## config.mk

```make
export PLATFORM = sky130hd
export DESIGN_NAME = mult_div_ctrl_flat
export DESIGN_NICKNAME = d
export VERILOG_FILES = /design/src/rtl/mult_div_pkg.sv /design/src/rtl/mult_div_ctrl_if.sv /design/src/rtl/mult_div_step.sv /design/src/rtl/mult_div_ctrl.sv /design/src/flat_wrapper.sv
export SDC_FILE = /design/constraint.sdc
export NUM_CORES = 1
export LEC_CHECK = 0
export ABC_AREA = 1
export CAP_MARGIN = 20
export CORE_UTILIZATION = 45
export CTS_CLUSTER_DIAMETER = 200
export DETAILED_ROUTE_END_ITERATION = 10
export PLACE_DENSITY = 0.66
export SETUP_SLACK_MARGIN = 0.2
export SLEW_MARGIN = 40
export SYNTH_ARGS = -nofsm -noshare
export SYNTH_HDL_FRONTEND = slang
export SYNTH_SLANG_ARGS = --single-unit
```

## constraint.sdc

```tcl
create_clock -name clk -period 7.1 [get_ports clk]
set_input_delay 1.42 -clock clk [delete_from_list [all_inputs] [get_ports clk]]
set_output_delay 1.42 -clock clk [all_outputs]
set_load 0.03 [all_outputs]
```

## src/rtl/mult_div_pkg.sv

```systemverilog
// Shared state encoding and write-back select codes for the HI/LO sequencer.
package mult_div_pkg;

    typedef enum logic [1:0] {
        IDLE = 2'd0,
        MULT = 2'd1,
        DIV  = 2'd2,
        DONE = 2'd3
    } state_e;

    localparam logic [2:0] MTR_ALU  = 3'd0;
    localparam logic [2:0] MTR_HIGH = 3'd2;
    localparam logic [2:0] MTR_LOW  = 3'd3;
    localparam int         ITER     = 32;

endpackage

```

## src/rtl/mult_div_ctrl_if.sv

```systemverilog
// Handshake/bus bundle between main control, operand latches, write-back mux and the HI/LO sequencer.
// MULT_DIV_UNSIGNED_EN adds the is_unsigned request qualifier.
interface mult_div_ctrl_if #(parameter int XLEN = 32);

    logic            start_mult;
    logic            start_div;
    logic [XLEN-1:0] A;
    logic [XLEN-1:0] B;
    logic            rd_hilo;
    logic            rd_hi;
`ifdef MULT_DIV_UNSIGNED_EN
    logic            is_unsigned;
`endif
    logic [XLEN-1:0] High;
    logic [XLEN-1:0] Low;
    logic            busy;
    logic            done;
    logic            div_zero;
    logic            stall;
    logic [2:0]      mem_to_reg_sel;

    modport master (
`ifdef MULT_DIV_UNSIGNED_EN
        output is_unsigned,
`endif
        output start_mult, start_div, A, B, rd_hilo, rd_hi,
        input  High, Low, busy, done, div_zero, stall, mem_to_reg_sel
    );

    modport slave (
`ifdef MULT_DIV_UNSIGNED_EN
        input  is_unsigned,
`endif
        input  start_mult, start_div, A, B, rd_hilo, rd_hi,
        output High, Low, busy, done, div_zero, stall, mem_to_reg_sel
    );

endinterface

```

## src/rtl/mult_div_step.sv

```systemverilog
// One iteration of the unsigned shift-add multiply or restoring divide on {hi, lo}.
module mult_div_step #(
    parameter int XLEN = 32
) (
    input  logic            is_div,
    input  logic [XLEN-1:0] hi_i,
    input  logic [XLEN-1:0] lo_i,
    input  logic [XLEN-1:0] opnd_i,
    output logic [XLEN-1:0] hi_o,
    output logic [XLEN-1:0] lo_o
);

    logic [XLEN:0]   sum;
    logic [XLEN:0]   shifted;
    logic [XLEN-1:0] diff;
    logic            fits;

    // Divide shifts the next dividend bit into the partial remainder; when the
    // divisor fits, the true difference is below the divisor so XLEN bits suffice.
    always_comb begin
        sum     = {1'b0, hi_i} + (lo_i[0] ? {1'b0, opnd_i} : '0);
        shifted = {hi_i, lo_i[XLEN-1]};
        fits    = (shifted >= {1'b0, opnd_i});
        diff    = shifted[XLEN-1:0] - opnd_i;
        if (is_div) begin
            hi_o = fits ? diff : shifted[XLEN-1:0];
            lo_o = {lo_i[XLEN-2:0], fits};
        end else begin
            hi_o = sum[XLEN:1];
            lo_o = {sum[0], lo_i[XLEN-1:1]};
        end
    end

endmodule

```

## src/rtl/mult_div_ctrl.sv

```systemverilog
// HI/LO multicycle multiply/divide sequencer with mfhi/mflo stall and write-back select.
// MULT_DIV_UNSIGNED_EN enables multu/divu through the is_unsigned bus signal.
module mult_div_ctrl
    import mult_div_pkg::*;
#(
    parameter int XLEN = 32,
    parameter int ITER = mult_div_pkg::ITER
) (
    input  logic               clk,
    input  logic               reset,
    mult_div_ctrl_if.slave     bus
);

    localparam int CW = $clog2(ITER);

    state_e          state_q, state_d;
    logic [XLEN-1:0] high_q, high_d;
    logic [XLEN-1:0] low_q, low_d;
    logic [XLEN-1:0] acc_hi_q, acc_hi_d;
    logic [XLEN-1:0] acc_lo_q, acc_lo_d;
    logic [XLEN-1:0] opnd_q, opnd_d;
    logic            neg_res_q, neg_res_d;
    logic            neg_rem_q, neg_rem_d;
    logic            dz_q, dz_d;
    logic [CW-1:0]   cnt_q, cnt_d;

    logic            signed_op;
    logic            a_neg, b_neg;
    logic [XLEN-1:0] a_mag, b_mag;
    logic [XLEN-1:0] step_hi, step_lo;
    logic [2*XLEN-1:0] prod;

`ifdef MULT_DIV_UNSIGNED_EN
    assign signed_op = !bus.is_unsigned;
`else
    assign signed_op = 1'b1;
`endif

    assign a_neg = signed_op && bus.A[XLEN-1];
    assign b_neg = signed_op && bus.B[XLEN-1];
    assign a_mag = a_neg ? -bus.A : bus.A;
    assign b_mag = b_neg ? -bus.B : bus.B;

    mult_div_step #(.XLEN(XLEN)) u_step (
        .is_div (state_q == DIV),
        .hi_i   (acc_hi_q),
        .lo_i   (acc_lo_q),
        .opnd_i (opnd_q),
        .hi_o   (step_hi),
        .lo_o   (step_lo)
    );

    assign prod = {step_hi, step_lo};

    // High/Low only change on the final iteration, so a read mid-operation
    // never exposes the accumulator; it stalls instead.
    always_comb begin
        state_d   = state_q;
        high_d    = high_q;
        low_d     = low_q;
        acc_hi_d  = acc_hi_q;
        acc_lo_d  = acc_lo_q;
        opnd_d    = opnd_q;
        neg_res_d = neg_res_q;
        neg_rem_d = neg_rem_q;
        dz_d      = dz_q;
        cnt_d     = cnt_q;
        case (state_q)
            IDLE: begin
                if (bus.start_mult || (bus.start_div && bus.B != '0)) begin
                    state_d   = bus.start_mult ? MULT : DIV;
                    acc_hi_d  = '0;
                    acc_lo_d  = a_mag;
                    opnd_d    = b_mag;
                    neg_res_d = a_neg ^ b_neg;
                    neg_rem_d = a_neg;
                    dz_d      = 1'b0;
                    cnt_d     = '0;
                end else if (bus.start_div) begin
                    state_d = DONE;
                    dz_d    = 1'b1;
                end
            end
            MULT, DIV: begin
                acc_hi_d = step_hi;
                acc_lo_d = step_lo;
                cnt_d    = cnt_q + CW'(1);
                if (cnt_q == CW'(ITER - 1)) begin
                    state_d = DONE;
                    if (state_q == MULT) begin
                        {high_d, low_d} = neg_res_q ? -prod : prod;
                    end else begin
                        low_d  = neg_res_q ? -step_lo : step_lo;
                        high_d = neg_rem_q ? -step_hi : step_hi;
                    end
                end
            end
            DONE: begin
                state_d = IDLE;
                dz_d    = 1'b0;
            end
            default: state_d = IDLE;
        endcase
    end

    always_ff @(posedge clk or posedge reset) begin
        if (reset) begin
            state_q   <= IDLE;
            high_q    <= '0;
            low_q     <= '0;
            acc_hi_q  <= '0;
            acc_lo_q  <= '0;
            opnd_q    <= '0;
            neg_res_q <= 1'b0;
            neg_rem_q <= 1'b0;
            dz_q      <= 1'b0;
            cnt_q     <= '0;
        end else begin
            state_q   <= state_d;
            high_q    <= high_d;
            low_q     <= low_d;
            acc_hi_q  <= acc_hi_d;
            acc_lo_q  <= acc_lo_d;
            opnd_q    <= opnd_d;
            neg_res_q <= neg_res_d;
            neg_rem_q <= neg_rem_d;
            dz_q      <= dz_d;
            cnt_q     <= cnt_d;
        end
    end

    assign bus.High     = high_q;
    assign bus.Low      = low_q;
    assign bus.busy     = (state_q != IDLE);
    assign bus.done     = (state_q == DONE);
    assign bus.div_zero = (state_q == DONE) && dz_q;
    assign bus.stall    = bus.rd_hilo && (state_q != IDLE) && (state_q != DONE);
    assign bus.mem_to_reg_sel = !bus.rd_hilo ? MTR_ALU : (bus.rd_hi ? MTR_HIGH : MTR_LOW);

endmodule

```

## src/flat_wrapper.sv

```systemverilog
// flat-port wrapper written by rule: the top's interface ports become plain ports
module mult_div_ctrl_flat import mult_div_pkg::*;
#(
    parameter int XLEN = 32,
    parameter int ITER = mult_div_pkg::ITER
)
  (clk, reset, bus_start_mult, bus_start_div, bus_A, bus_B, bus_rd_hilo, bus_rd_hi, bus_High, bus_Low, bus_busy, bus_done, bus_div_zero, bus_stall, bus_mem_to_reg_sel);
  mult_div_ctrl_if #(.XLEN(XLEN)) bus_i ();
  input  logic clk;
  input  logic reset;
  input wire logic [$bits(bus_i.start_mult)-1:0] bus_start_mult;
  input wire logic [$bits(bus_i.start_div)-1:0] bus_start_div;
  input wire logic [$bits(bus_i.A)-1:0] bus_A;
  input wire logic [$bits(bus_i.B)-1:0] bus_B;
  input wire logic [$bits(bus_i.rd_hilo)-1:0] bus_rd_hilo;
  input wire logic [$bits(bus_i.rd_hi)-1:0] bus_rd_hi;
  output wire logic [$bits(bus_i.High)-1:0] bus_High;
  output wire logic [$bits(bus_i.Low)-1:0] bus_Low;
  output wire logic [$bits(bus_i.busy)-1:0] bus_busy;
  output wire logic [$bits(bus_i.done)-1:0] bus_done;
  output wire logic [$bits(bus_i.div_zero)-1:0] bus_div_zero;
  output wire logic [$bits(bus_i.stall)-1:0] bus_stall;
  output wire logic [$bits(bus_i.mem_to_reg_sel)-1:0] bus_mem_to_reg_sel;
  assign bus_i.start_mult = bus_start_mult;
  assign bus_i.start_div = bus_start_div;
  assign bus_i.A = bus_A;
  assign bus_i.B = bus_B;
  assign bus_i.rd_hilo = bus_rd_hilo;
  assign bus_i.rd_hi = bus_rd_hi;
  assign bus_High = bus_i.High;
  assign bus_Low = bus_i.Low;
  assign bus_busy = bus_i.busy;
  assign bus_done = bus_i.done;
  assign bus_div_zero = bus_i.div_zero;
  assign bus_stall = bus_i.stall;
  assign bus_mem_to_reg_sel = bus_i.mem_to_reg_sel;
  mult_div_ctrl #(.XLEN(XLEN), .ITER(ITER)) u_core (.clk(clk), .reset(reset), .bus(bus_i));
endmodule
```

==> run summary, run 1 <==
Netlist cell types: 47
Vias in the first global route: 16500
Clock root buffer master: clkbuf_16
CTS clk-pin slew, worst paths: 0.07 ns
Row cnt: 69
Routed vias: 17500
Async set or reset register ratio after synthesis: 100%
Clock tree sinks: 170
Logic pwr share: 70.3%
Largest net degree at the start of global routing: 81
Setup-failing EPs final: 0
Synth Cell Area: 16200 sq um
# IOs: 141
Drt pass-1 iters: 7
Synth Warn #: 0
CP Cell Sequence: clkdlybuf4s50_1 -> inv_1 -> ha_1 -> inv_1 -> nor3_2 -> nand2_1 -> nor3_2 -> nand3_1 -> nor3_4 -> nand3_2 -> nor2_2 -> nand2_2 -> nor2_2 -> nand3_1 -> o21ai_2 -> nand2_1 -> nand2_2 -> buf_4 -> inv_2 -> o211ai_1 -> o21ai_0
Via/cell ratio: 5.44
Core ar.: 35500 sq um
Routability Congestion: 1.01
Status: finished clean
Count leader, synth: nand2_1
Synth Area in Adders: 5.96%
CP bufs+invs: 5
Simple-Gate Fraction of Synth Area: 38.6%
Drt wl/cell: 18.4 microns
CTS HTree Levels: 4
Top cells by area, synth: dfrtp_1 26%, nand2_1 20%, inv_1 8.3%, nand3_1 7.7%, nor2_1 5.9%
Crit path arrival time: 5.42 ns
Metal3 WL: 2870 microns
Fin worst setup slack: 2.00 ns
Drt drc: 0
P&R area growth vs syn: 14.4%
Post-synthesis sequential area ratio: 26.2%
Worst clock skew: 0.0203 ns
Mux cell area share after synthesis: 0%
Synth Area in XOR/XNOR: 6.00%
Highest routed metal layer: met4
Die area: 36800 sq um
PostCTS Resize Cnt: 0
Net Sw Frac: 58.4%
Synth Area per Inst: 6.13 sq um
Met1 Wirelength: 26000 microns
Post-DP HPWL: 47700 microns
Pleak: 9.64 nW
CP max stage delay: 0.57 ns
F_max: 0.196 GHz
Met2 wire len: 28100 microns
Crit Path Max Fanout: 59
Ant diodes: 0
Peak supply drop: 0.308 mV
Crit Path Category: input port to flop
Setup crit end kind: flop
Clock group share of total power: 12.4%
CP max stage cell: nand2_2
Post-synthesis compound-gate area fraction: 12.0%
Largest family of logic cells by synthesized area: simple AND/OR/NAND/NOR gates
RSZ-0062 raised after global routing: no
Initial Util: 45.7%
Post-CTS Setup Bufs: 0
Worst Hold Class: flop to flop
Worst slack, placed: 1.56 ns
Synth top cells by count: 843 x nand2_1, 358 x inv_1, 256 x nor2_1, 250 x nand3_1, 188 x o21ai_0
Clock Tree Buf Depth: 2
Gate count of the mapped netlist: 2647
Cell accounting for the most synthesized area: dfrtp_1
Grt total ovfl: 0
Max cap viols: 0
Antenna viol nets, final: 0
Total Wirelength: 59100 microns
Initial antenna violation count: 0
Critical Path Start Type: input port
Layout cell share with drive strength beyond 1: 3.85%
Worst Tran Pin Value: 0.869 ns
EDFF count, synth: 0
Top delay family on crit path: simple AND/OR/NAND/NOR gates
Die width: 192 microns
Initial DRC Count: 1401
Setup_tns: 0 ns
Design Power: 8.98 mW
TritonCTS clock tree: built
Cts hold-fix bufs: 0
Hold slack: 0.480 ns
Yosys top cell area share: 26.2%
Total global-route track usage: 32.9%
Die Y: 192 microns
Required time worst endpoint: 7.42 ns
Fin nets: 2883
Clock Latency Late Sink: 0.46 ns
Final Hold Violating Endpoints: 0
Minimum clock period: 5.10 ns
Flop pwr share: 17.4%
Port Buffers: 139
Max Transition Viols Final: 0
Seq cells post-synth: 170
Relative slew slack: 41.4%
Final Cycle Share: 71.8%
CTS Buf Count: 17
First-pass GRT wire length: 91800 microns
Syn_nets: 2793
Internal power: 3.74 mW
Main synth FF type: dfrtp_1
Power per Cell Area: 484 nW/um^2
Net Sw Power: 5.24 mW
==> registers in the layout (all words and copies together), names as in the netlist <==
register,cells
u_core.cnt_q,5
u_core.bus.High,32
u_core.opnd_q,32
u_core.neg_res_q,1
u_core.bus.Low,32
u_core.state_q,2
u_core.dz_q,1
u_core.acc_lo_q,32
u_core.acc_hi_q,32
u_core.neg_rem_q,1
==> final cells by class <==
class,count,area (sq um)
flip-flops and latches,170,4250
repair buffers,154,1500
inverters,364,1380
clock inverters,15,259
well taps,461,577
clock buffers,17,425
fillers,3725,16900
multi-input cells,2030,10200
==> power by group through the flow <==
| stage | Clock, mW | Combinational [mW] | Sequential [mW] |
|---|---|---|---|
| 2_1_floorplan | 0 | 4.61 | 1.36 |
| 3_3_place_gp | 0 | 6.12 | 1.56 |
| 3_5_place_dp | 0 | 6.17 | 1.56 |
| 4_1_cts | 1.12 | 6.21 | 1.55 |
| 5_1_grt | 1.16 | 7.02 | 1.57 |
| 6_report | 1.11 | 6.31 | 1.56 |
==> worst reg2reg max path, cell delays in order, from the launching register on <==
cell     delay [ns]
dfrtp_1        0.55
inv_1          0.09
ha_1           0.40
a21o_1         0.22
nand2_1        0.05
nand2_1        0.07
a21oi_1        0.16
nand2_1        0.14
nor2_4         0.36
nand3_1        0.18
nand2_2        0.22
ha_1           0.21
nand3_1        0.12
nor2_2         0.21
nand3_1        0.14
nor4_1         0.29
nand3_1        0.22
nor3b_2        0.28
nand2_1        0.15
o21ai_1        0.36
nand3_1        0.14
nand3_1        0.15
nand2_1        0.08
==> final timing paths <==
check | startpoint | endpoint | slack, ns | cells past startpoint
worst max-delay path | bus_B[1] | u_core.opnd_q[1] | 2.00 | 21
worst min-delay path | u_core.bus.High[25] | u_core.bus.High[25] | 0.48 | 2
worst max register to register | u_core.opnd_q[30] | u_core.bus.High[10] | 2.18 | 22
worst min register to register | u_core.bus.High[25] | u_core.bus.High[25] | 0.48 | 2
max in group asynchronous | reset | u_core.bus.High[25] | 4.54 | 3
min in group asynchronous | reset | u_core.opnd_q[21] | 1.42 | 2
==> metal layers <==
metal | up-vias | GRT usage [%]
li1 | 8622 | -
met1 | 8136 | 43.0
met2 | 589 | 55.5
met3 | 110 | 3.20
met4 | 0 | 13.2
met5 | - | 0
==> logic make-up (layout without fill, tap and decap cells) <==
logic type	count (synthesis)	count (layout)
simple gates	1479	1479
buf+inv	447	550
compound gates	363	363
flops	170	170
xor+xnor	111	111
fa+ha+maj	76	76
other cells	1	1
==> layout by cell type (no fill, tap or decap), types with 4 or more instances in the layout <==
master and count:
and2_1 5, o21ai_1 29, o21a_1 5, nand4_1 36, nor2_1 255, buf_4 15
nand3_1 250, ha_1 73, or2_2 11, clkbuf_16 17, nor3_1 25, inv_6 4
bufinv_16 6, o31ai_1 5, a21o_1 4, nor3_2 5, clkdlybuf4s50_1 139, o22ai_1 25
o21bai_1 6, inv_1 356, nor4_1 6, nand2_2 10, xnor2_1 23, a21oi_1 84
xor2_1 88, nand3_2 5, nor2_2 8, o21ai_2 5, nand3b_1 13, o21ai_0 185
nand2_1 842, a31oi_1 6, dfrtp_1 170
==> metrics by stage <==
stage	utilization [%]	area, sq um	std cells
final	52.3	18600	3211
after global routing	52.3	18600	3211
after CTS	52.3	18600	3211
after detailed placement	50.4	17900	3179
after global placement	50.3	17900	3179
after floorplan	-	16200	2647
Power figures use the tool's default switching activity.
==> run 2, diff against run 1 <==
clock period = 4.9 ns   (was 7.1 ns; I/O delays follow)
==> run summary, run 2 (synthesized netlist as in run 1, its figures left out) <==
Status: finished clean
TritonCTS clock tree: built
Final Cell Area: 18800 sq um
Die area: 36800 sq um
CTS clk-pin slew, worst paths: 0.07 ns
Worst hold path depth: 2
Post-Place Cell Area: 18200 sq um
Clock root buffer master: clkbuf_16
Via/cell ratio: 5.46
Grt total ovfl: 0
Drt wl/cell: 19.1 microns
Clock tree sinks: 170
Top delay family on crit path: simple AND/OR/NAND/NOR gates
Antenna viol nets, final: 0
Die Y: 192 microns
Worst Tran Pin Value: 0.874 ns
Crit path arrival time: 4.64 ns
FILL cells: 3682
DP Cell Count: 3212
Setup crit end kind: flop
CP max stage delay: 0.46 ns
Die width: 192 microns
Pleak: 9.77 nW
Commonest non-fill, non-tap cells in the layout: 839 x nand2_1, 357 x inv_1, 255 x nor2_1
Required time worst endpoint: 5.24 ns
Worst r2r path cells: 25
Total Wirelength: 62000 microns
Core Util, Final: 53.0%
Row cnt: 69
CP bufs+invs: 2
Worst clock skew: 0.00986 ns
Drt drc: 0
Post-DP HPWL: 50500 microns
Final Hold Violating Endpoints: 0
CTS Buf Count: 17
Sequential Area: 4260 sq um
Largest net degree at the start of global routing: 94
Final Cycle Share: 87.9%
RSZ-0062 raised after global routing: no
Clock Latency Late Sink: 0.46 ns
CTS HTree Levels: 4
Power per Cell Area: 704 nW/um^2
Hold Crit Endpoint: u_core.bus.High[19]
Core ar.: 35500 sq um
Initial DRC Count: 1601
Fin nets: 2918
Non-Filler Instances: 3245
Routed vias: 17700
Port Buffers: 139
Initial antenna violation count: 1
Peak supply drop: 1.04 mV
Worst Hold Class: flop to flop
# IOs: 141
F_max: 0.232 GHz
Most common cell after layout, fill and taps aside: nand2_1
Layout cell share with drive strength beyond 1: 5.28%
Ant diodes: 0
Setup_tns: 0 ns
P&R area growth vs syn: 16.0%
Minimum clock period: 4.31 ns
Routability Congestion: 1.12
Total global-route track usage: 34.5%
Initial Util: 45.7%
Setup-failing EPs final: 0
CP max stage cell: dfrtp_2
Critical R2R Capture: u_core.bus.High[28]
Area of the multi-input gates: 10200 sq um
FF-to-FF setup slack: 0.59 ns
Critical Path Start Type: flop
Vias in the first global route: 16700
Max cap viols: 0
Worst reg2reg path startpoint: u_core.opnd_q[28]
Crit Path Category: flop to flop
Cell mode on critical path: nand2_1
Crit Path Max Fanout: 5
Max Transition Viols Final: 0
Drt pass-1 iters: 5
Relative slew slack: 41.1%
Min-Delay Startpoint: u_core.bus.High[19]
Clock Tree Buf Depth: 2
First-pass GRT wire length: 95200 microns
[run 2: cell types whose count changed in the layout (fill, tap and decap cells not counted), sizes merged]
cell,before,now
clkinvlp,1,5
bufinv,6,2
clkbuf,17,18
inv,366,362
buf,15,50
clkinv,6,8
[run 2: power by group]
part	switching [mW]	leakage [nW]	internal [mW]
clock	0.629	0.270	0.752
combinational	6.75	7.25	2.90
sequential	0.449	2.26	1.77
[run 2: what timing repair did]
item	in CTS	in global routing
resized for setup	0	9
hold endpoints to repair	0	0
setup buffers	0	1
hold buffers	0	0
setup endpoints to repair	0	11
[run 2: per-layer routing]
layer / GRT usage [%] / up-vias / wire length, microns / part of all wire [%]
met5: 0 / - / 0 / 0
met3: 4.15 / 101 / 3980 / 6.4
met1: 46.2 / 8236 / 27000 / 44
met2: 56.3 / 676 / 28700 / 46
li1: - / 8708 / - / -
met4: 13.5 / 0 / 2250 / 3.6
[run 2: worst max path at each step]
stage / slack [ns] / end / cells past startpoint / from
2_1_floorplan: 1.47 / u_core.bus.High[8] / 27 / u_core.opnd_q[23]
3_3_place_gp: 0.44 / u_core.acc_lo_q[26] / 21 / bus_B[1]
3_5_place_dp: 0.39 / u_core.cnt_q[1] / 21 / bus_B[1]
4_1_cts: 0.54 / u_core.bus.High[8] / 22 / u_core.opnd_q[28]
5_1_grt: 0.25 / u_core.bus.High[28] / 29 / u_core.opnd_q[3]
6_report: 0.59 / u_core.bus.High[28] / 25 / u_core.opnd_q[28]
[run 2: final cells by class]
cell class              instances  area share (%)
multi-input cells            2030            54.2
inverters                     364            7.29
clock inverters                13           0.779
flip-flops and latches        170            22.6
clock buffers                  18            2.28
well taps                     461            3.07
repair buffers                189            9.70
[run 2: metrics by stage]
step	hold slack, ns	power, mW	setup slack (ns)
2_1_floorplan	0.452	8.66	1.47
4_1_cts	0.483	13.1	0.536
5_1_grt	0.510	14.4	0.248
3_3_place_gp	0.462	11.5	0.436
6_report	0.478	13.2	0.593
3_5_place_dp	0.465	11.6	0.391
[run 2: worst min-delay path: stages (launching register included)]
cell,delay [ns]
dfrtp_1,0.34
nand2_1,0.05
nand2_1,0.05
